**src/rtl/secp256k1_inv_mod_ctrl.sv**
```systemverilog
// Fermat inverter sequencer for secp256k1: result = a^EXPONENT mod p using left-to-right
// square-and-multiply, issuing every product to an external shared serial multiplier.
module secp256k1_inv_mod_ctrl #(
    parameter logic [255:0] EXPONENT = 256'hFFFFFFFFFFFFFFFFFFFFFFFFFFFFFFFFFFFFFFFFFFFFFFFFFFFFFFFEFFFFFC2D,
    parameter int unsigned  EXP_MSB  = 255
) (
    input  logic         clk,
    input  logic         rst,
    input  logic         start,
    input  logic [255:0] a,
    output logic         busy,
    output logic [255:0] result,
    output logic         done,
    output logic         mul_start,
    output logic [255:0] mul_a,
    output logic [255:0] mul_b,
    input  logic [255:0] mul_result,
    input  logic         mul_done
);

    typedef enum logic [2:0] {
        IDLE,
        SQ_ISSUE,
        SQ_WAIT,
        MUL_ISSUE,
        MUL_WAIT,
        FINISH
    } state_t;

    localparam logic [7:0] MSB_IDX = 8'(EXP_MSB);

    state_t       state_q, state_d;
    logic         busy_q, busy_d;
    logic         done_q, done_d;
    logic         mul_start_q, mul_start_d;
    logic [255:0] result_q, result_d;
    logic [255:0] mul_a_q, mul_a_d;
    logic [255:0] mul_b_q, mul_b_d;
    logic [255:0] acc_q, acc_d;
    logic [255:0] a_reg_q, a_reg_d;
    logic [7:0]   idx_q, idx_d;

    // Operands and mul_start are loaded on entry to an ISSUE state, so the pulse
    // is visible during the ISSUE cycle itself and each transaction costs 1 + latency.
    always_comb begin
        state_d     = state_q;
        busy_d      = busy_q;
        done_d      = 1'b0;
        mul_start_d = 1'b0;
        result_d    = result_q;
        mul_a_d     = mul_a_q;
        mul_b_d     = mul_b_q;
        acc_d       = acc_q;
        a_reg_d     = a_reg_q;
        idx_d       = idx_q;
        case (state_q)
            IDLE: begin
                if (start) begin
                    a_reg_d = a;
                    acc_d   = a;
                    idx_d   = MSB_IDX;
                    busy_d  = 1'b1;
                    if (EXP_MSB == 0) begin
                        state_d = FINISH;
                    end else begin
                        state_d     = SQ_ISSUE;
                        mul_start_d = 1'b1;
                        mul_a_d     = a;
                        mul_b_d     = a;
                    end
                end
            end
            SQ_ISSUE: begin
                idx_d   = idx_q - 8'd1;
                state_d = SQ_WAIT;
            end
            SQ_WAIT: begin
                if (mul_done) begin
                    acc_d = mul_result;
                    if (EXPONENT[idx_q]) begin
                        state_d     = MUL_ISSUE;
                        mul_start_d = 1'b1;
                        mul_a_d     = mul_result;
                        mul_b_d     = a_reg_q;
                    end else if (idx_q == 8'd0) begin
                        state_d = FINISH;
                    end else begin
                        state_d     = SQ_ISSUE;
                        mul_start_d = 1'b1;
                        mul_a_d     = mul_result;
                        mul_b_d     = mul_result;
                    end
                end
            end
            MUL_ISSUE: begin
                state_d = MUL_WAIT;
            end
            MUL_WAIT: begin
                if (mul_done) begin
                    acc_d = mul_result;
                    if (idx_q == 8'd0) begin
                        state_d = FINISH;
                    end else begin
                        state_d     = SQ_ISSUE;
                        mul_start_d = 1'b1;
                        mul_a_d     = mul_result;
                        mul_b_d     = mul_result;
                    end
                end
            end
            FINISH: begin
                result_d = acc_q;
                done_d   = 1'b1;
                busy_d   = 1'b0;
                state_d  = IDLE;
            end
            default: state_d = IDLE;
        endcase
    end

    always_ff @(posedge clk) begin
        a_reg_q <= a_reg_d;
        if (rst) begin
            state_q     <= IDLE;
            busy_q      <= 1'b0;
            done_q      <= 1'b0;
            mul_start_q <= 1'b0;
            result_q    <= '0;
            mul_a_q     <= '0;
            mul_b_q     <= '0;
            acc_q       <= '0;
            idx_q       <= '0;
        end else begin
            state_q     <= state_d;
            busy_q      <= busy_d;
            done_q      <= done_d;
            mul_start_q <= mul_start_d;
            result_q    <= result_d;
            mul_a_q     <= mul_a_d;
            mul_b_q     <= mul_b_d;
            acc_q       <= acc_d;
            idx_q       <= idx_d;
        end
    end

    assign busy      = busy_q;
    assign done      = done_q;
    assign result    = result_q;
    assign mul_start = mul_start_q;
    assign mul_a     = mul_a_q;
    assign mul_b     = mul_b_q;

endmodule

```
**config.mk**
```make
export PLATFORM = sky130hd
export DESIGN_NAME = secp256k1_inv_mod_ctrl
export DESIGN_NICKNAME = d
export VERILOG_FILES = /design/src/rtl/secp256k1_inv_mod_ctrl.sv
export SDC_FILE = /design/constraint.sdc
export NUM_CORES = 2
export LEC_CHECK = 0
export CORE_AREA = 3 3 503 505
export CTS_CLUSTER_DIAMETER = 100
export DETAILED_ROUTE_END_ITERATION = 6
export DIE_AREA = 0 0 506 508
export GPL_TIMING_DRIVEN = 0
export PLACE_DENSITY = 0.47
export SKIP_LAST_GASP = 1
export SYNTH_ARGS = -nofsm -noshare
export SYNTH_HDL_FRONTEND = slang
export SYNTH_SLANG_ARGS = --single-unit
export TNS_END_PERCENT = 50
```
**constraint.sdc**
```tcl
create_clock -name clk -period 12.82 [get_ports clk]
set_input_delay 3.205 -clock clk [delete_from_list [all_inputs] [get_ports clk]]
set_output_delay 3.205 -clock clk [all_outputs]
set_load 0.01 [all_outputs]
```
* Yosys cells after proc, flatten, opt, wreduce, memory -nomap -nowiden
Memories as Yosys holds them, arrays and structs flattened. A register that Yosys moved wholly into a read port is not among the register bits. Index checks and enable logic that the tools add are counted.
Word-level totals: bits of input ports 516, memories 1, register bits after elaboration 1294, bits in read-only memories 256, output and inout bits 771
Operators by class: multiplexer cells 33, reductions and logical operators 13, eq/ne operators 9, order comparisons 1, add/subtract/negate cells 1
Memory list:
- (no name shown) | words 256, bits a word 1, read ports 1, clocked after Yosys merged registers in 1, wr ports 0, line 80 | if (EXPONENT[idx_q]) begin
Operators with widths (number):
- $mux W256 | 10
- $pmux W256 S3 | 2
- $pmux W256 S2 | 1
- $mux W8 | 3
- $pmux W8 S2 | 1
- $mux W3 | 5
- $pmux W3 S5 | 1
- $lt A8 B9 Y1 const B | 1
- $logic_not A8 Y1 | 1
- $mux W1 | 8
- $sub A8 B1 Y8 const B | 1
- $eq A3 B2 Y1 const B | 2
- $eq A3 B3 Y1 const B | 2
- $ne A2 B2 Y1 const B | 3
- $reduce_and A2 Y1 | 3
- $reduce_and A3 Y1 | 2
- $reduce_bool A2 Y1 | 3
- $reduce_and A4 Y1 | 1
- $eq A3 B1 Y1 const B | 1
- $logic_not A3 Y1 | 1
- $pmux W1 S3 | 1
- $reduce_bool A3 Y1 | 1
- $ne A2 B1 Y1 const B | 1
- $pmux W1 S2 | 1
- $reduce_or A2 Y1 | 1

* Depth between registers and ports, before layout
depth in word-level cells 5, mapped depth 11, gate-level depth less buffers 7

* Worst setup path after synthesis
Ideal clock, no wire load.
path kind input to register, start point in start, end point reg with a tool-made name, path slack 2.583 ns, cell stages on the path 6, data arrival time 10.090 ns, library setup time 0.147 ns, cells stage by stage or4b_2 -> inv_1 -> a311oi_1 -> a211o_1 -> a211oi_1 -> o311ai_0
RTL lines:
- start, declared | line 9 | input logic start,

* Worst setup path in the final report
start point in mul_done, end point reg mul_b_q[104] (netlist: mul_b[104])
On the way: longest elaborated chain between the ends 2, elaborated cells on any way between the ends 3, classes of those cells 2 x eq/ne; 1 x reduce/logical
RTL lines:
- start, declared | line 18 | input logic mul_done
- $ne A2 B2 Y1 (no line)
- $reduce_and A4 Y1 (no line) (*)
- end signal, assigned | line 140 | mul_b_q <= mul_b_d;
- end, declared | line 38 | logic [255:0] mul_b_q, mul_b_d;
Mark *: on every way between the ends. The rest lies on a longest branch, timed or not. A chain may end at the register's enable or synchronous reset.

==> impl_metrics.env <==
export IMPL_floorplan_die_area_um2=257000
export IMPL_status="complete, but fails checks"
export IMPL_cts_buffer_depth=3
export IMPL_power_clock_fraction=0.390
export IMPL_synthFlopType="dfxtp_1"
export IMPL_post_route_cells_drive_above_1_share=0.0660
export IMPL_grt_residual_overflow=0
export IMPL_die_h_um=508
export IMPL_seqPwrFrac=0.398
export IMPL_setup_repair_after_global_routing_missed_its_margin="no"
export IMPL_netSwitchingPower_mw=3.83
export IMPL_hpwlAfterDp_um=277000
export IMPL_setup_viol=0
export IMPL_grt_total_usage=0.257
export IMPL_die_w_um=506
export IMPL_critical_path_most_common_cell="buf_2"
export IMPL_numPlacedInstances=10700
export IMPL_layout_cells_non_filler=11100
export IMPL_timing_hold_violations_final=0
export IMPL_cts_root_buffer_cell="clkbuf_16"
export IMPL_top_level_ports=1287
export IMPL_setup_worst_path_end_class="flip-flop"
export IMPL_avgViaCountPerCell=5.18
export IMPL_holdCritStartpoint="acc_q[153]$_SDFFE_PP0P_"
export IMPL_cellInternalPower_mw=8.28
export IMPL_critical_path_startpoint="mul_done"
export IMPL_wire_length_of_the_first_global_routing_pass_um=467000
export IMPL_post_route_min_period_ns=6.00
export IMPL_critical_path_slowest_cell="clkbuf_1"
export IMPL_tritoncts_clock_tree="built"
export IMPL_worstPathArrival_ns=6.64
export IMPL_post_cts_hold_buffer_count=0
export IMPL_initial_core_util=0.218
export IMPL_antenna_violating_nets_post_route=0
export IMPL_reg2reg_to="mul_a[14]$_SDFFE_PP0P_"
export IMPL_drtIter0Drc=5428
export IMPL_drt_pre_antenna_iters=6
export IMPL_first_global_vias=55300
export IMPL_wire_per_inst_um=31.2
export IMPL_timing_setup_critical_path_class="in -> reg"
export IMPL_final_period_utilization=0.468
export IMPL_worst_ir_drop_vdd_v=0.000126
export IMPL_fin_hold_ws_ns=0.414
export IMPL_postLayoutCoreUtil=0.311
export IMPL_worst_path_max_fanout=10
export IMPL_fin_worst_skew_ns=0.0447
export IMPL_required_ns=13.46
export IMPL_slew_viol_final=11
export IMPL_total_leakage_power_nw=26.0
export IMPL_timing_hold_worst_class="reg -> reg"
export IMPL_gp_congestion=0.932
export IMPL_max_slew_worst_pin_slew_ns=1.55
export IMPL_critical_path_cell_chain="clkdlybuf4s50_1 -> mux2i_1 -> o21ai_0 -> nor2b_1 -> buf_2 -> buf_2 -> buf_2 -> clkbuf_1 -> a41oi_1"
export IMPL_post_synth_cell_area_avg_um2=8.91
export IMPL_worst_skew_pair_late_latency_ns=0.83
export IMPL_timing_rr_start="idx_q[0]$_SDFFE_PP0N_"
export IMPL_postRouteWirelength_um=346000
export IMPL_normalized_max_slew_margin=-0.0322
export IMPL_portBuffers=1285
export IMPL_placementRows=183
export IMPL_fin_nets=8074
export IMPL_timing_hold_worst_path_depth=2
export IMPL_postLayoutSetupSlackWorst_ns=6.82
export IMPL_cts_clk_slew_worst_paths_ns=0.06
export IMPL_fin_setup_tns_ns=0
export IMPL_place_ws_ns=5.75
export IMPL_number_of_flops_mapped_to_enable_cells_by_yosys=256
export IMPL_clock_tree_htree_level_count=4
export IMPL_synth_cells=6091
export IMPL_postSynthRegisterBits=1295
export IMPL_worst_reg_to_reg_path_cell_count=9
export IMPL_seq_area_frac_synth=0.525
export IMPL_ys_async_sr_fraction=0
export IMPL_timing_critical_path_from_type="input pin"
export IMPL_power_density_nw_per_um2=157
export IMPL_syn_num_nets=6608
export IMPL_clock_sinks=1295
export IMPL_syn_to_final_growth_pct=42.3
export IMPL_cts_inserted_buffers=163
export IMPL_worstHoldEndpoint="result[153]$_SDFFE_PP0P_"
export IMPL_post_cts_resize_count=0
export IMPL_cts_post_setup_buffers_inserted=0
export IMPL_synth_cell_types=56
export IMPL_max_cap_violations=1
export IMPL_ys_warnings_count=0
export IMPL_synth_cell_area_um2=54300
export IMPL_drcViolationCount=0
export IMPL_achievable_frequency_mhz=167
export IMPL_grt_antenna_before_repair=130
export IMPL_r2r_slack_ns=8.61
export IMPL_share_comb_of_total_power=0.212
export IMPL_grt_max_degree=103
export IMPL_nFillCells=26300
export IMPL_violations="max-capacitance violations, max-slew violations"
export IMPL_route_vias_total=57300
export IMPL_core_area_um2=249000
export IMPL_switching_share=0.316
export IMPL_critPathMaxStageDelay_ns=0.66
==> power groups by stage <==
stage,sequential (mW),clock [mW],combinational (mW)
2_1_floorplan,4.92,0,1.04
3_3_place_gp,4.92,0,2.52
3_5_place_dp,4.89,0,2.56
4_1_cts,4.81,4.81,2.57
5_1_grt,4.85,4.97,2.73
6_report,4.82,4.72,2.57
==> critical path, delay by kind of cell <==
| family | cells | cell delay [ns] |
|---|---|---|
| AOI/OAI and AO/OA | 2 | 0.50 |
| muxes | 1 | 0.10 |
| and+or+nand+nor | 1 | 0.17 |
| buffers and inverters | 5 | 2.58 |
==> worst max-delay path by stage <==
stage	to	slack (ns)	cells past startpoint
after floorplan	flip-flop	2.58	6
after global placement	flip-flop	-2.74	7
after detailed placement	acc_q[149]$_SDFFE_PP0P_	5.75	9
after CTS	acc_q[151]$_SDFFE_PP0P_	6.64	9
after global routing	acc_q[147]$_SDFFE_PP0P_	6.51	9
final	mul_b[104]$_SDFFE_PP0P_	6.82	9
==> cell type report <==
type / instances / area (um2) / share of cell area
diodes: 38 / 95.1 / 0.00123
repair buffers: 1301 / 13200 / 0.171
plain buffers: 599 / 2480 / 0.0321
multi-input cells: 4192 / 23300 / 0.302
inverters: 5 / 26.3 / 0.000340
clock inverters: 67 / 601 / 0.00778
flip-flops and latches: 1295 / 28500 / 0.369
clock buffers: 236 / 4810 / 0.0623
well taps: 3330 / 4170 / 0.0539
==> registers in the layout, indices dropped and copies added (netlist names), named ones only <==
register / count
a_reg_q: 256
acc_q: 256
mul_a: 256
mul_b: 256
result: 256
idx_q: 8
state_q: 3
busy: 1
done: 1
mul_start: 1
==> synth_stat cells (3+ instances only) <==
| cell | number | area share |
|---|---|---|
| buf_2 | 109 | 0.010 |
| or3_1 | 3 | 0.00035 |
| nand2_1 | 1412 | 0.098 |
| a31oi_1 | 321 | 0.037 |
| inv_1 | 4 | 0.00028 |
| o21a_1 | 321 | 0.044 |
| nor3_1 | 5 | 0.00046 |
| a311oi_1 | 257 | 0.041 |
| edfxtp_1 | 256 | 0.14 |
| dfxtp_1 | 1039 | 0.38 |
| mux2_2 | 84 | 0.017 |
| a41oi_1 | 192 | 0.031 |
| nand2b_1 | 5 | 0.00058 |
| a211oi_1 | 3 | 0.00041 |
| a22oi_1 | 320 | 0.044 |
| mux2_1 | 12 | 0.0025 |
| clkbuf_1 | 442 | 0.031 |
| a21oi_1 | 583 | 0.054 |
| buf_6 | 7 | 0.0015 |
| buf_1 | 40 | 0.0028 |
| o21ai_0 | 359 | 0.033 |
| nor2b_1 | 3 | 0.00035 |
| nor2_1 | 272 | 0.019 |
==> layer usage <==
layer  global-route usage  part of all wire  up-vias
met3               0.0863              0.10      542
met2                0.397              0.44     2812
met1                0.327              0.42    28500
met5                    0            0.0014        -
met4                0.103             0.042       76
li1                     -                 -    25400
==> placed cells by master (no fill, tap or decap), drive strengths merged, types with 8 or more instances in the layout <==
cell           count
edfxtp           256
dfxtp           1039
a22oi            320
o21ai            359
clkinv            56
buf              173
o21a             321
inv                8
a31oi            321
clkbuf           678
nor2             272
clkdlybuf4s50   1285
a311oi           257
a41oi            192
nand2           1412
a21oi            584
diode             38
mux2              96
==> logic make-up (layout without fill, tap and decap cells) <==
group           count (synthesis)  after routing  share of synthesized area
compound gates               2371           2371                      0.288
simple gates                 1721           1721                      0.121
flops                        1295           1295                      0.525
buf+inv                       604           2208                     0.0453
mux                            98             98                     0.0203
fa+ha+maj                       1              1                   0.000230
xor+xnor                        1              1                   0.000161
other cells                     0             38                          0
==> stage by stage <==
step | power [mW] | cell area, um2
global placement | 7.44 | 71300
CTS | 12.2 | 77100
detailed placement | 7.45 | 71700
floorplan | 5.96 | 54300
finish | 12.1 | 77200
global route | 12.5 | 77200
Power figures use the tool's default switching activity.
